[src/rtl/alu_seq_pkg.sv]
// Shared definitions for the ALU command sequencer.
//   FN_*     : opcodes understood by the 4-bit-operand / 8-bit accumulator ALU
//   state_e  : sequencer FSM states
//   INSTR_W  : program word width, {Function[1:0], Data[3:0]}
package alu_seq_pkg;

    localparam int unsigned INSTR_W = 6;

    localparam logic [1:0] FN_ADD  = 2'b00;
    localparam logic [1:0] FN_MUL  = 2'b01;
    localparam logic [1:0] FN_SHL  = 2'b10;
    localparam logic [1:0] FN_HOLD = 2'b11;

    typedef enum logic [1:0] {
        S_IDLE,
        S_CLEAR,
        S_RUN,
        S_DRAIN
    } state_e;

endpackage

[src/rtl/alu_seq_progmem.sv]
// Program store for the ALU command sequencer.
// DEPTH x INSTR_W register file with one synchronous write port and one
// combinational read port. Contents are deliberately not reset.
//   clk_i    : clock, rising edge
//   we_i     : write enable
//   waddr_i  : write slot
//   wdata_i  : word to write
//   raddr_i  : read slot
//   rdata_o  : word at raddr_i, combinational
module alu_seq_progmem
    import alu_seq_pkg::*;
#(
    parameter int unsigned DEPTH = 8,
    parameter int unsigned AW    = 3
) (
    input  logic               clk_i,
    input  logic               we_i,
    input  logic [AW-1:0]      waddr_i,
    input  logic [INSTR_W-1:0] wdata_i,
    input  logic [AW-1:0]      raddr_i,
    output logic [INSTR_W-1:0] rdata_o
);

    logic [INSTR_W-1:0] mem_q [DEPTH];

    always_ff @(posedge clk_i) begin
        if (we_i) begin
            mem_q[waddr_i] <= wdata_i;
        end
    end

    assign rdata_o = mem_q[raddr_i];

endmodule

[src/rtl/alu_cmd_sequencer.sv]
// Command initiator for the 4-bit-operand / 8-bit registered accumulator ALU.
// Replays a stored program of {Function, Data} commands into the ALU, one per
// cycle, after clearing the accumulator; then captures the final ALUout and
// compares it to an expected value.
//   Clock, Reset_b        : clock (rising edge), async active-low reset
//   Load/LoadAddr/LoadInstr : program write (accepted in IDLE only)
//   Length, Expected      : run length and expected result, sampled on Start
//   Start, Abort          : begin / cancel a run
//   ALUout                : accumulator value read back from the ALU
//   Data, Function        : registered command to the ALU
//   Busy, Done            : run in progress / one-cycle completion pulse
//   Result, Pass          : captured final ALUout and compare outcome
module alu_cmd_sequencer
    import alu_seq_pkg::*;
#(
    parameter int unsigned DEPTH = 8,
    parameter int unsigned AW    = 3
) (
    input  logic               Clock,
    input  logic               Reset_b,
    input  logic               Load,
    input  logic [AW-1:0]      LoadAddr,
    input  logic [INSTR_W-1:0] LoadInstr,
    input  logic [AW:0]        Length,
    input  logic [7:0]         Expected,
    input  logic               Start,
    input  logic               Abort,
    input  logic [7:0]         ALUout,
    output logic [3:0]         Data,
    output logic [1:0]         Function,
    output logic               Busy,
    output logic               Done,
    output logic [7:0]         Result,
    output logic               Pass
);

    localparam logic [AW:0] LEN_MAX = DEPTH[AW:0];

    state_e             state_q, state_d;
    logic [AW-1:0]      pc_q, pc_d;
    logic [AW:0]        cnt_q, cnt_d;
    logic [7:0]         exp_q, exp_d;
    logic [1:0]         fn_q, fn_d;
    logic [3:0]         data_q, data_d;
    logic               busy_q, busy_d;
    logic               done_q, done_d;
    logic [7:0]         result_q, result_d;
    logic               pass_q, pass_d;
    logic [INSTR_W-1:0] prog_rdata;
    logic               prog_we;

    // A write in the Start cycle lands before CLEAR reads slot 0.
    assign prog_we = Load && (state_q == S_IDLE);

    alu_seq_progmem #(
        .DEPTH (DEPTH),
        .AW    (AW)
    ) u_progmem (
        .clk_i   (Clock),
        .we_i    (prog_we),
        .waddr_i (LoadAddr),
        .wdata_i (LoadInstr),
        .raddr_i (pc_q),
        .rdata_o (prog_rdata)
    );

    // Next-state logic computes the command for the *next* cycle so that all
    // outputs come straight from flops.
    always_comb begin
        state_d  = state_q;
        pc_d     = pc_q;
        cnt_d    = cnt_q;
        exp_d    = exp_q;
        fn_d     = FN_HOLD;
        data_d   = 4'h0;
        done_d   = 1'b0;
        result_d = result_q;
        pass_d   = pass_q;

        case (state_q)
            S_IDLE: begin
                if (Start) begin
                    state_d = S_CLEAR;
                    pc_d    = '0;
                    cnt_d   = (Length > LEN_MAX) ? LEN_MAX : Length;
                    exp_d   = Expected;
                    // Multiply by zero empties the accumulator.
                    fn_d    = FN_MUL;
                    data_d  = 4'h0;
                end
            end
            S_CLEAR, S_RUN: begin
                // cnt_q counts commands still to issue.
                if (cnt_q != '0) begin
                    state_d         = S_RUN;
                    {fn_d, data_d}  = prog_rdata;
                    pc_d            = pc_q + 1'b1;
                    cnt_d           = cnt_q - 1'b1;
                end else begin
                    state_d = S_DRAIN;
                end
            end
            S_DRAIN: begin
                // ALUout now holds the effect of the last command.
                state_d  = S_IDLE;
                pc_d     = '0;
                result_d = ALUout;
                pass_d   = (ALUout == exp_q);
                done_d   = 1'b1;
            end
            default: begin
                state_d = S_IDLE;
                pc_d    = '0;
                cnt_d   = '0;
            end
        endcase

        if (Abort && (state_q != S_IDLE)) begin
            state_d  = S_IDLE;
            pc_d     = '0;
            cnt_d    = '0;
            fn_d     = FN_HOLD;
            data_d   = 4'h0;
            done_d   = 1'b0;
            result_d = result_q;
            pass_d   = pass_q;
        end

        busy_d = (state_d != S_IDLE);
    end

    always_ff @(posedge Clock or negedge Reset_b) begin
        if (!Reset_b) begin
            state_q  <= S_IDLE;
            pc_q     <= '0;
            cnt_q    <= '0;
            exp_q    <= 8'h00;
            fn_q     <= FN_HOLD;
            data_q   <= 4'h0;
            busy_q   <= 1'b0;
            done_q   <= 1'b0;
            result_q <= 8'h00;
            pass_q   <= 1'b0;
        end else begin
            state_q  <= state_d;
            pc_q     <= pc_d;
            cnt_q    <= cnt_d;
            exp_q    <= exp_d;
            fn_q     <= fn_d;
            data_q   <= data_d;
            busy_q   <= busy_d;
            done_q   <= done_d;
            result_q <= result_d;
            pass_q   <= pass_d;
        end
    end

    assign Data     = data_q;
    assign Function = fn_q;
    assign Busy     = busy_q;
    assign Done     = done_q;
    assign Result   = result_q;
    assign Pass     = pass_q;

endmodule
[config.mk]
export PLATFORM = sky130hd
export DESIGN_NAME = alu_cmd_sequencer
export DESIGN_NICKNAME = d
export VERILOG_FILES = /design/src/rtl/alu_seq_pkg.sv /design/src/rtl/alu_seq_progmem.sv /design/src/rtl/alu_cmd_sequencer.sv
export SDC_FILE = /design/constraint.sdc
export NUM_CORES = 1
export LEC_CHECK = 0
export BUFFER_PORTS_ARGS = -buffer_cell sky130_fd_sc_hd__buf_2
export CAP_MARGIN = 20
export CORE_ASPECT_RATIO = 0.75
export CORE_MARGIN = 4
export CORE_UTILIZATION = 35
export DETAILED_ROUTE_END_ITERATION = 12
export PLACE_DENSITY = 0.49
export SYNTH_ARGS = -nofsm -noshare
export SYNTH_HDL_FRONTEND = slang
export SYNTH_SLANG_ARGS = --single-unit
[constraint.sdc]
create_clock -name Clock -period 2.4 [get_ports Clock]
set_input_delay 0.72 -clock Clock [delete_from_list [all_inputs] [get_ports Clock]]
set_output_delay 0.72 -clock Clock [all_outputs]
set_load 0.05 [all_outputs]
# Word level (Yosys, flattened, before mapping)
# Memory sizes are Yosys's and may differ from the RTL's.
# Index checks and enable logic that the tools add are counted.
word_totals:
  reg_bits: 34
  mem_bits_rw: 48
  input_bits: 34
  out_inout_bits: 17
  wordCells: 57
  memories: 1
memory_table:
  columns: ["name", "words", "width", "rd", "rd_clocked_by_memory_dff", "wr", "line_no", "source"]
  rows:
  - ["u_progmem.mem_q", 8, 6, 1, 0, 1, "alu_seq_progmem.sv:24", "logic [INSTR_W-1:0] mem_q [DEPTH];"]
op_classes:
  n_addsub: 2
  order_cmp: 1
  eq_ne: 6
  mux: 24
  bitwise: 1
  n_reduce_logical: 12
ops:
  columns: ["op", "count"]
  rows:
  - ["two-way mux 4 bit", 7]
  - ["two-way mux 2 bit", 5]
  - ["two-way mux 3 bit", 3]
  - ["case mux 3 bit (3 select lines)", 1]
  - ["equality test 8 bit", 1]
  - ["case mux 4 bit (2 select lines)", 1]
  - ["case mux 2 bit (3 select lines)", 1]
  - ["AND reduction 2 bit", 3]
  - ["two-way mux 1 bit", 5]
  - ["equality test 2 bit, second input constant", 2]
  - ["greater-than comparator 4 bit, second input constant", 1]
  - ["case mux 2 bit (2 select lines)", 1]
  - ["nonzero test 2 bit", 2]
  - ["nonzero test 4 bit", 1]
  - ["subtractor 4 x 1 -> 4 bit, second input constant", 1]
  - ["adder 3 x 1 -> 3 bit, second input constant", 1]
  - ["!= test 3 x 2 -> 1 bit, second input constant", 1]
  - ["!= test 3 bit, second input constant", 1]
  - ["AND reduction 3 bit", 1]
  - ["nonzero test 3 bit", 1]
  - ["equality test 2 x 1 -> 1 bit, second input constant", 1]
  - ["logical AND 1 bit", 2]
  - ["zero test 2 bit", 1]
  - ["OR reduction 2 bit", 1]
  - ["NOT 1 bit", 1]

# Depth between registers and ports, before layout
# Gate-level depths: netlist of run 1.
depth:
  depth_word: 5
  mapped_depth: 8
  depth_no_buf: 6

# Cells and area by module
# From an unflattened synthesis of run 1, not the netlist that was laid out.
unflattened:
  hier_cells: 217
  hier_area_um2: 3528.4
modules_own_cells:
  columns: ["mod", "n_inst", "cells_each", "area_each_um2", "seq_area_each_um2"]
  rows:
  - ["alu_seq_progmem", 1, 82, 1901.8, 1441.4]
  - ["alu_cmd_sequencer", 1, 135, 1626.6, 853.3]

# Worst setup path after synthesis of run 1
# OpenSTA, ideal clock, no wires.
synth_timing:
  path_kind: "input to register"
  startpoint: "input port LoadAddr[1]"
  endpoint: "memory u_progmem.mem_q[0][0], enable pin"
  setup_time_ns: 0.350
  arrival_ns: 1.487
  t_required_ns: 2.050
  slack_ns: 0.563
  path_stages: 2
  n_path_buf: 0
  cell_sequence: "or3b_2 nor2_1"
synth_rtl:
  columns: ["element", "line_no", "source"]
  rows:
  - ["from (decl)", "alu_cmd_sequencer.sv:22", "input logic [AW-1:0] LoadAddr,"]
  - ["to (decl)", "alu_seq_progmem.sv:24", null]
# Straight into the memory's write port.

# Worst setup path in the final report of run 1
layout_timing:
  startpoint: "register state_q[0]"
  endpoint: "register result_q[3] (netlist: Result[3])"
layout_between:
  elab_chain_len: 4
  word_cells_on_any_way: 5
  classes_between: "eq/ne (1); bitwise (1); reduce/logical (3)"
layout_rtl:
  columns: ["element", "line_no", "source"]
  rows:
  - ["from (decl)", "alu_cmd_sequencer.sv:39", "state_e state_q, state_d;"]
  - ["from (signal assigned)", "alu_cmd_sequencer.sv:145", "state_q <= state_d;"]
  - ["nonzero test 2 bit", "alu_cmd_sequencer.sv:118", "if (Abort && (state_q != S_IDLE)) begin"]
  - ["logical AND 1 bit", "alu_cmd_sequencer.sv:118", null]
  - ["NOT 1 bit (no source line)", null, null]
  - ["AND reduction 2 bit (no source line) (*)", null, null]
  - ["to (signal assigned)", "alu_cmd_sequencer.sv:153", "result_q <= result_d;"]
  - ["to (decl)", "alu_cmd_sequencer.sv:47", "logic [7:0] result_q, result_d;"]
# Mark *: on every way between the ends. The rest lies on a longest branch, timed or not.
# A chain may end at the register's enable or synchronous reset.

==> results.md, run 1 <==
* Initial antenna violation count at 0
* Via density at 4.72
* Area leader, netlist: edfxtp_1
* Post-cts resize count at 0
* Grt met2 use at 0.196
* Post-CTS setup buffer count at 0
* CP cell instances: inv_1 > ha_1 > nand2b_1 > nand2_1 > mux2_2
* Total GRT Usage at 0.135
* EDFF count, synth at 48
* Final ANT Viol Nets at 0
* Ranking of synthesized cells by area: edfxtp_1 42%, dfrtp_1 23%, mux4_2 6.5%
* Die area at 0.0116 mm²
* GR Layer Usage met1 at 0.194
* Initial Util at 0.359
* Commonest cells in the netlist: 48 x edfxtp_1, 32 x dfrtp_1, 17 x mux2_2, 14 x nor2_1, 11 x nand2_1
* Clock root buffer: clkbuf_16
* Syn-to-layout area delta at 22.9%
* Largest net degree at the start of global routing at 35
* Hold Path Class: input port to asynchronous set/reset pin
* Final WL at ~7200 µm
* Async SR Flop Fraction at 0.415
* PortBufs at 50
* Core ar. at a little under 0.01 mm²
* Most numerous cell in the Yosys netlist: edfxtp_1
* Post-Syn Area at 0.00347 mm²
* Synthesized area per cell at around 15 µm²
* Critical R2R Capture: Result[3]
* Reg-to-reg startpoint: state_q[0]
* Fin. max-slew vios at 0
* Critical Path RT at 2.61 ns
* Crit share post-route at 0.836
* Post-synthesis cell count at 225
* Critical path class: flop to flop
* Max Cap Violations at 0
* TritonCTS Buffers at 9
* Delay of the slowest cell on the worst path at 0.39 ns
* FMAX at 498 MHz
* Sequential-to-total area share from yosys stat at 0.662
* Netlist cell types at 40
* Skew final at between 0.004 and 0.005 ns
* FF-to-FF setup slack at 0.39 ns
* Pre-antenna DRT Iters at 4
* Clock sink count at 82
* DIE HEIGHT at about 94 µm
* Max VDD drop at 0.000414 V
* Worst Setup End Kind: flop
* Antenna fix cells at 0
* Syn nets at 265
* Setup violators final at 0
* GRT busiest layer: met2
* Yosys reg bits at 82
* Worst r2r path cells at 5
* CTS tree: yes
* GP Congestion at about 0.74
* Final worst path period need at ~2.0 ns
* Top cell family by delay on the critical path: simple AND/OR/NAND/NOR gates
* Horiz. Die Dim at roughly 120 µm
* Critical Path Slowest Stage Cell: dfrtp_1
* Synthesis warning total at 0
* Main synth FF type: edfxtp_1
* Met3 usage at 0.0397
* Sequential cell area at between 0.002 and 0.0025 mm²
* Share of cells above drive strength 1 at 0.383
* Worst endpoint data arrival time at 2.22 ns
* Leak at 1.67 nW
* Via count at between 2,000 and 2,500
* Multi-input logic area at ~0.0011 mm²
* CTS max path bufs at 2
* Post-DP HPWL at 5260 µm
* Post-route setup TNS at 0 ns
* Status: completed
* DR iter-0 viols at ~110
* DP Cell Count at 414
* Fin. Hold Viols at 0
* Headroom to the max-slew limit at 0.478
* Grt ovf at 0
* DRC viols at 0
* Global-route wire length before repair at 11,400 µm
* Startpoint Class: flop
* Vias in the first global route at 2,064
* Slew @ Worst Pin at 0.783 ns
* Worst skew pair latency at around 0.33 ns
* CP Max Fanout at 11
* Yosys top cell area share at 0.416
* Worst Setup SP: state_q[0]
* # rows at 31
* Wirelength per Cell at 16.8 µm
* Buf/Inv on CP at 1
* Reg clk slew, reported paths at 0.06 ns
* Filler cell count in the final layout at 867
* PD cells at approximately 1200 mW/mm²
* CTS H-tree lvls at 3
* Final nets at 333
* Final std cells w/o fill at 430
* IO Pins at between 50 and 60
* RSZ-0062 raised after global routing: no
* Cts-stage hold buffer count at 0
## sequential cells by signal, summed over array words and instances, names as in the netlist
signal / count
state_q: 2
u_progmem.mem_q: 48
Data: 4
cnt_q: 4
exp_q: 8
Done: 1
Function: 2
Pass: 1
Result: 8
Busy: 1
pc_q: 3
## how the worst max path moves through the flow
stage / slack, ns / end / cells after the start
2_1_floorplan: 0.56 / u_progmem.mem_q[0][0] / 2
4_1_cts: 0.36 / Result[5] / 5
5_1_grt: 0.26 / Result[5] / 5
3_5_place_dp: 0.37 / Result[5] / 5
6_report: 0.39 / Result[3] / 5
3_3_place_gp: 0.44 / Result[5] / 4
## power by group
group	leakage [nW]	switching (mW)	internal, mW	total [mW]
clock	0.150	0.517	0.903	1.42
combinational	0.661	1.10	0.690	1.79
sequential	0.858	0.175	1.78	1.96
## logic make-up (layout without fill, tap and decap cells)
logic type / Yosys count / in the layout / synth area share
simple gates: 56 / 56 / 0.0823
buf+inv: 14 / 87 / 0.0195
xor+xnor: 8 / 8 / 0.0202
flops: 82 / 82 / 0.662
compound gates: 24 / 24 / 0.0513
mux: 35 / 35 / 0.143
fa+ha+maj: 6 / 6 / 0.0217
## layout make-up
type,instances,area share
Multi-Input combinational cell,129,0.259
Tap cell,132,0.0388
Clock inverter,6,0.0191
Timing Repair Buffer,65,0.0852
Sequential cell,82,0.539
Inverter,6,0.00529
Clock buffer,10,0.0537
## layout by cell type, fill, tap and decap left out, drive strengths merged
cell and instances:
a22o 2, clkbuf 10, a41oi 1, dfstp 2, nor2 14, inv 6, and2 2, a21boi 1
nor2b 2, nand3 5, a211oi 1, or3b 2, bufinv 2, dfrtp 32, nor3b 1, or3 1
o21ai 9, clkinvlp 1, a311oi 1, clkinv 3, mux2i 8, o22ai 3, a21oi 2, ha 6
nand2b 5, xnor2 8, nor3 7, buf 65, mux4 10, edfxtp 48, o2bb2ai 2, nand3b 2
mux2 17, or2 2, nand2 11, a22oi 1, o31ai 1, nand4 2
## worst reg2reg max path, stage by stage (launching register included)
cell      delay [ns]
dfrtp_1         0.39
inv_1           0.09
ha_1            0.28
nand2b_1        0.38
nand2_1         0.37
mux2_2          0.38
## metrics by stage
step                      power [mW]  utilization  cell area [µm²]  worst slack (ns)  hold slack [ns]
after floorplan                 3.33            -             3470             0.563            0.424
after global placement          3.79        0.409             3950             0.438            0.480
after detailed placement        3.79        0.409             3950             0.370            0.487
after CTS                       5.24        0.441             4260             0.358            0.491
after global routing            5.47        0.441             4260             0.256            0.521
final                           5.16        0.441             4260             0.393            0.472
## layer usage
layer / part of all wire / wire [µm] / up-vias
li1: - / - / 972
met1: 0.51 / 3710 / 1010
met2: 0.44 / 3200 / 40
met3: 0.031 / 224 / 7
met4: 0.012 / 88 / 0
met5: 0 / 0 / -
No activity file was read; power rests on OpenSTA's default activity.
==> run 2: changes to the inputs <==
--- a/config.mk
+++ b/config.mk
@@ -5,6 +5,7 @@
 export SDC_FILE = /design/constraint.sdc
 export NUM_CORES = 1
 export LEC_CHECK = 0
+export ABC_AREA = 1
 export BUFFER_PORTS_ARGS = -buffer_cell sky130_fd_sc_hd__buf_2
 export CAP_MARGIN = 20
 export CORE_ASPECT_RATIO = 0.75
==> constraint.sdc (replaced) <==
create_clock -name Clock -period 1.9 [get_ports Clock]
set_input_delay 0.57 -clock Clock [delete_from_list [all_inputs] [get_ports Clock]]
set_output_delay 0.57 -clock Clock [all_outputs]
set_load 0.05 [all_outputs]
==> run 2 against run 1 <==
Design area increased by 2.4%. Hold slack lost 0.21 ns. Critical path depth is 4 lower. Flip-flop and latch count unchanged. Core utilization rose by 0.19 points. First-iteration DRC count increased by 120%. Synthesized cell count rose by 54%. Die area is 3.7% higher. Largest cell class unchanged. Highest routed layer unchanged.
==> results.md, run 2 <==
* TritonCTS Buffers at 9
* Placed cell areas at 0.00405 mm²
* Area leader, netlist: edfxtp_1
* IO Pins at a little over 50
* Initial Util at 0.366
* Design area at 0.00436 mm²
* Grt met2 use at 0.199
* Worst Setup End Kind: output pin
* Delay of the slowest cell on the worst path at approximately 0.52 ns
* # rows at 31
* Main synth FF type: edfxtp_1
* Buf/Inv on CP at 1
* Critical Path RT at 1.33 ns
* Post-CTS setup buffer count at 0
* CTS tree: yes
* Slew @ Worst Pin at 0.470 ns
* CTS H-tree lvls at 3
* Max Cap Violations at 0
* Final worst path period need at 1.67 ns
* Post-cts resize count at 0
* Via density at between 4 and 5
* Biggest register: u_progmem.mem_q
* Sequential-to-total area share from yosys stat at 0.636
* Final WL at 8380 µm
* Crit share post-route at 0.878
* PD cells at 1580 mW/mm²
* Crit path depth at 1
* Synth Area in Adders at 0.0208
* Post-route setup TNS at 0 ns
* Final ANT Viol Nets at 0
* Worst r2r path cells at 8
* Clock sink count at 82
* Commonest cells in the netlist: 62 x nand2_1, 52 x nor2_1, 48 x edfxtp_1, 32 x dfrtp_1
* CP cell instances: buf_2
* Reg clk slew, reported paths at around 0.06 ns
* Worst endpoint data arrival time at 1.10 ns
* Hold Path Class: input port to asynchronous set/reset pin
* Yosys top cell area share at 0.400
* FMAX at 599 MHz
* Post-synthesis cell count at 347
* Worst skew pair latency at between 0.3 and 0.4 ns
* Headroom to the max-slew limit at 0.686
* Via count at 2,524
* Met3 usage at 0.0444
* Multiplexer area fraction after synthesis at 0.00624
* Syn-to-layout area delta at 21.0%
* Antenna fix cells at 0
* Post-synthesis compound-gate area fraction at 0.0891
* Setup violators final at 0
* RSZ-0062 raised after global routing: no
* Final nets at 449
* Final std cells w/o fill at 546
* Fin. max-slew vios at 0
* Share of cells above drive strength 1 at 0.246
* Horiz. Die Dim at 125 µm
* Critical path class: flop to output pin
* Grt ovf at 0
* DR iter-0 viols at between 200 and 250
* FF-to-FF setup slack at approximately 0.26 ns
* Cts-stage hold buffer count at 0
* Largest net degree at the start of global routing at 35
* Top cell family by delay on the critical path: flip-flops
* Max VDD drop at roughly 0.00065 V
* Core ar. at 0.00985 mm²
* Final core occ at 0.443
* DRC viols at 0
* Synthesis warning total at 0
* Critical R2R Capture: Data[1]
* PortBufs at 50
* Max FFs per register at 48
* Synthesized area per cell at 10.4 µm²
* Leak at about 1.9 nW
* CP Max Fanout at 1
* Skew final at 0.00451 ns
* Reg-to-reg startpoint: state_q[0]
* Initial antenna violation count at 0
* EDFF count, synth at 48
* Startpoint Class: flop
* Critical Path Slowest Stage Cell: dfstp_2
* Status: completed
* DIE HEIGHT at 95.9 µm
* Most numerous cell in the Yosys netlist: nand2_1
* Pre-antenna DRT Iters at 4
* Fin. Hold Viols at 0
* DP Cell Count at 530
* GP Congestion at 0.814
* Die area at 0.0120 mm²
* Vias in the first global route at 2,370
* Post-DP HPWL at 6250 µm
* Wirelength per Cell at between 15 and 20 µm
* Commonest non-fill, non-tap cell in the layout: nand2_1
* Yosys reg bits at 82
* Total GRT Usage at 0.148
* Netlist cell types at 32
* Post-Synth Simple-Gate Area at 0.189
* Total power draw at between 6 and 7 mW
* Async SR Flop Fraction at 0.415
* GR Layer Usage met1 at 0.226
* Global-route wire length before repair at 13,300 µm
* Commonest cells after routing, fill and taps aside: 62 x nand2_1, 52 x nor2_1, 50 x buf_2
* Syn nets at 387
* Post-Syn Area at 0.00361 mm²
* Largest family of logic cells by synthesized area: simple AND/OR/NAND/NOR gates
* Ranking of synthesized cells by area: edfxtp_1 40%, dfrtp_1 22%, nand2_1 6.5%
* Synthesized-area fraction occupied by xor and xnor cells at 0.00486
* CTS max path bufs at 2
* GRT busiest layer: met1
* Clock root buffer: clkbuf_16
==> run 2: changes by cell type in the layout (fill, tap and decap cells not counted), sizes merged, moves of 15 or more <==
cell | previous run | this run
nor2 | 14 | 54
nand2 | 11 | 69
nand3 | 5 | 27
inv | 6 | 33
mux2 | 17 | 2
o21ai | 9 | 36
==> run 2: cell families (layout without fill, tap and decap cells) <==
| group | after synthesis | after routing |
|---|---|---|
| simple gates | 155 | 155 |
| flops | 82 | 82 |
| compound gates | 56 | 56 |
| buf+inv | 44 | 111 |
| fa+ha+maj | 6 | 6 |
| xor+xnor | 2 | 2 |
| mux | 2 | 2 |
==> run 2: how the worst max path moves through the flow <==
stage | slack [ns] | from | to
after detailed placement | 0.23 | state_q[0] | exp_q[6]
final | 0.23 | Function[1] | Function[1]
after CTS | 0.21 | Function[1] | Function[1]
after global routing | 0.13 | state_q[1] | exp_q[1]
after floorplan | 0.38 | state_q[0] | u_progmem.mem_q[0][0]
after global placement | 0.30 | state_q[0] | exp_q[1]
==> run 2: routing by layer <==
layer / vias to the layer above / share of wire
met3: 10 / 0.059
met4: 0 / 0.0086
met1: 1164 / 0.53
li1: 1286 / -
met2: 64 / 0.40
met5: - / 0
==> run 2: report_power, final <==
group | total (mW) | switching (mW) | internal (mW) | leakage (nW)
clock | 1.80 | 0.667 | 1.13 | 0.154
combinational | 2.67 | 1.88 | 0.796 | 0.913
sequential | 2.44 | 0.175 | 2.26 | 0.849
==> run 2: layout make-up <==
cell class | instances | area (µm²)
Clock buffer | 12 | 268
Clock inverter | 4 | 47.5
Fill cell | 957 | 5490
Inverter | 33 | 129
Multi-Input combinational cell | 221 | 1120
Sequential cell | 82 | 2290
Tap cell | 132 | 165
Timing Repair Buffer | 62 | 340
==> run 2: stage by stage <==
stage | setup WS (ns) | hold slack [ns]
2_1_floorplan | 0.379 | 0.274
3_3_place_gp | 0.295 | 0.453
3_5_place_dp | 0.234 | 0.464
4_1_cts | 0.211 | 0.268
5_1_grt | 0.126 | 0.297
6_report | 0.231 | 0.265
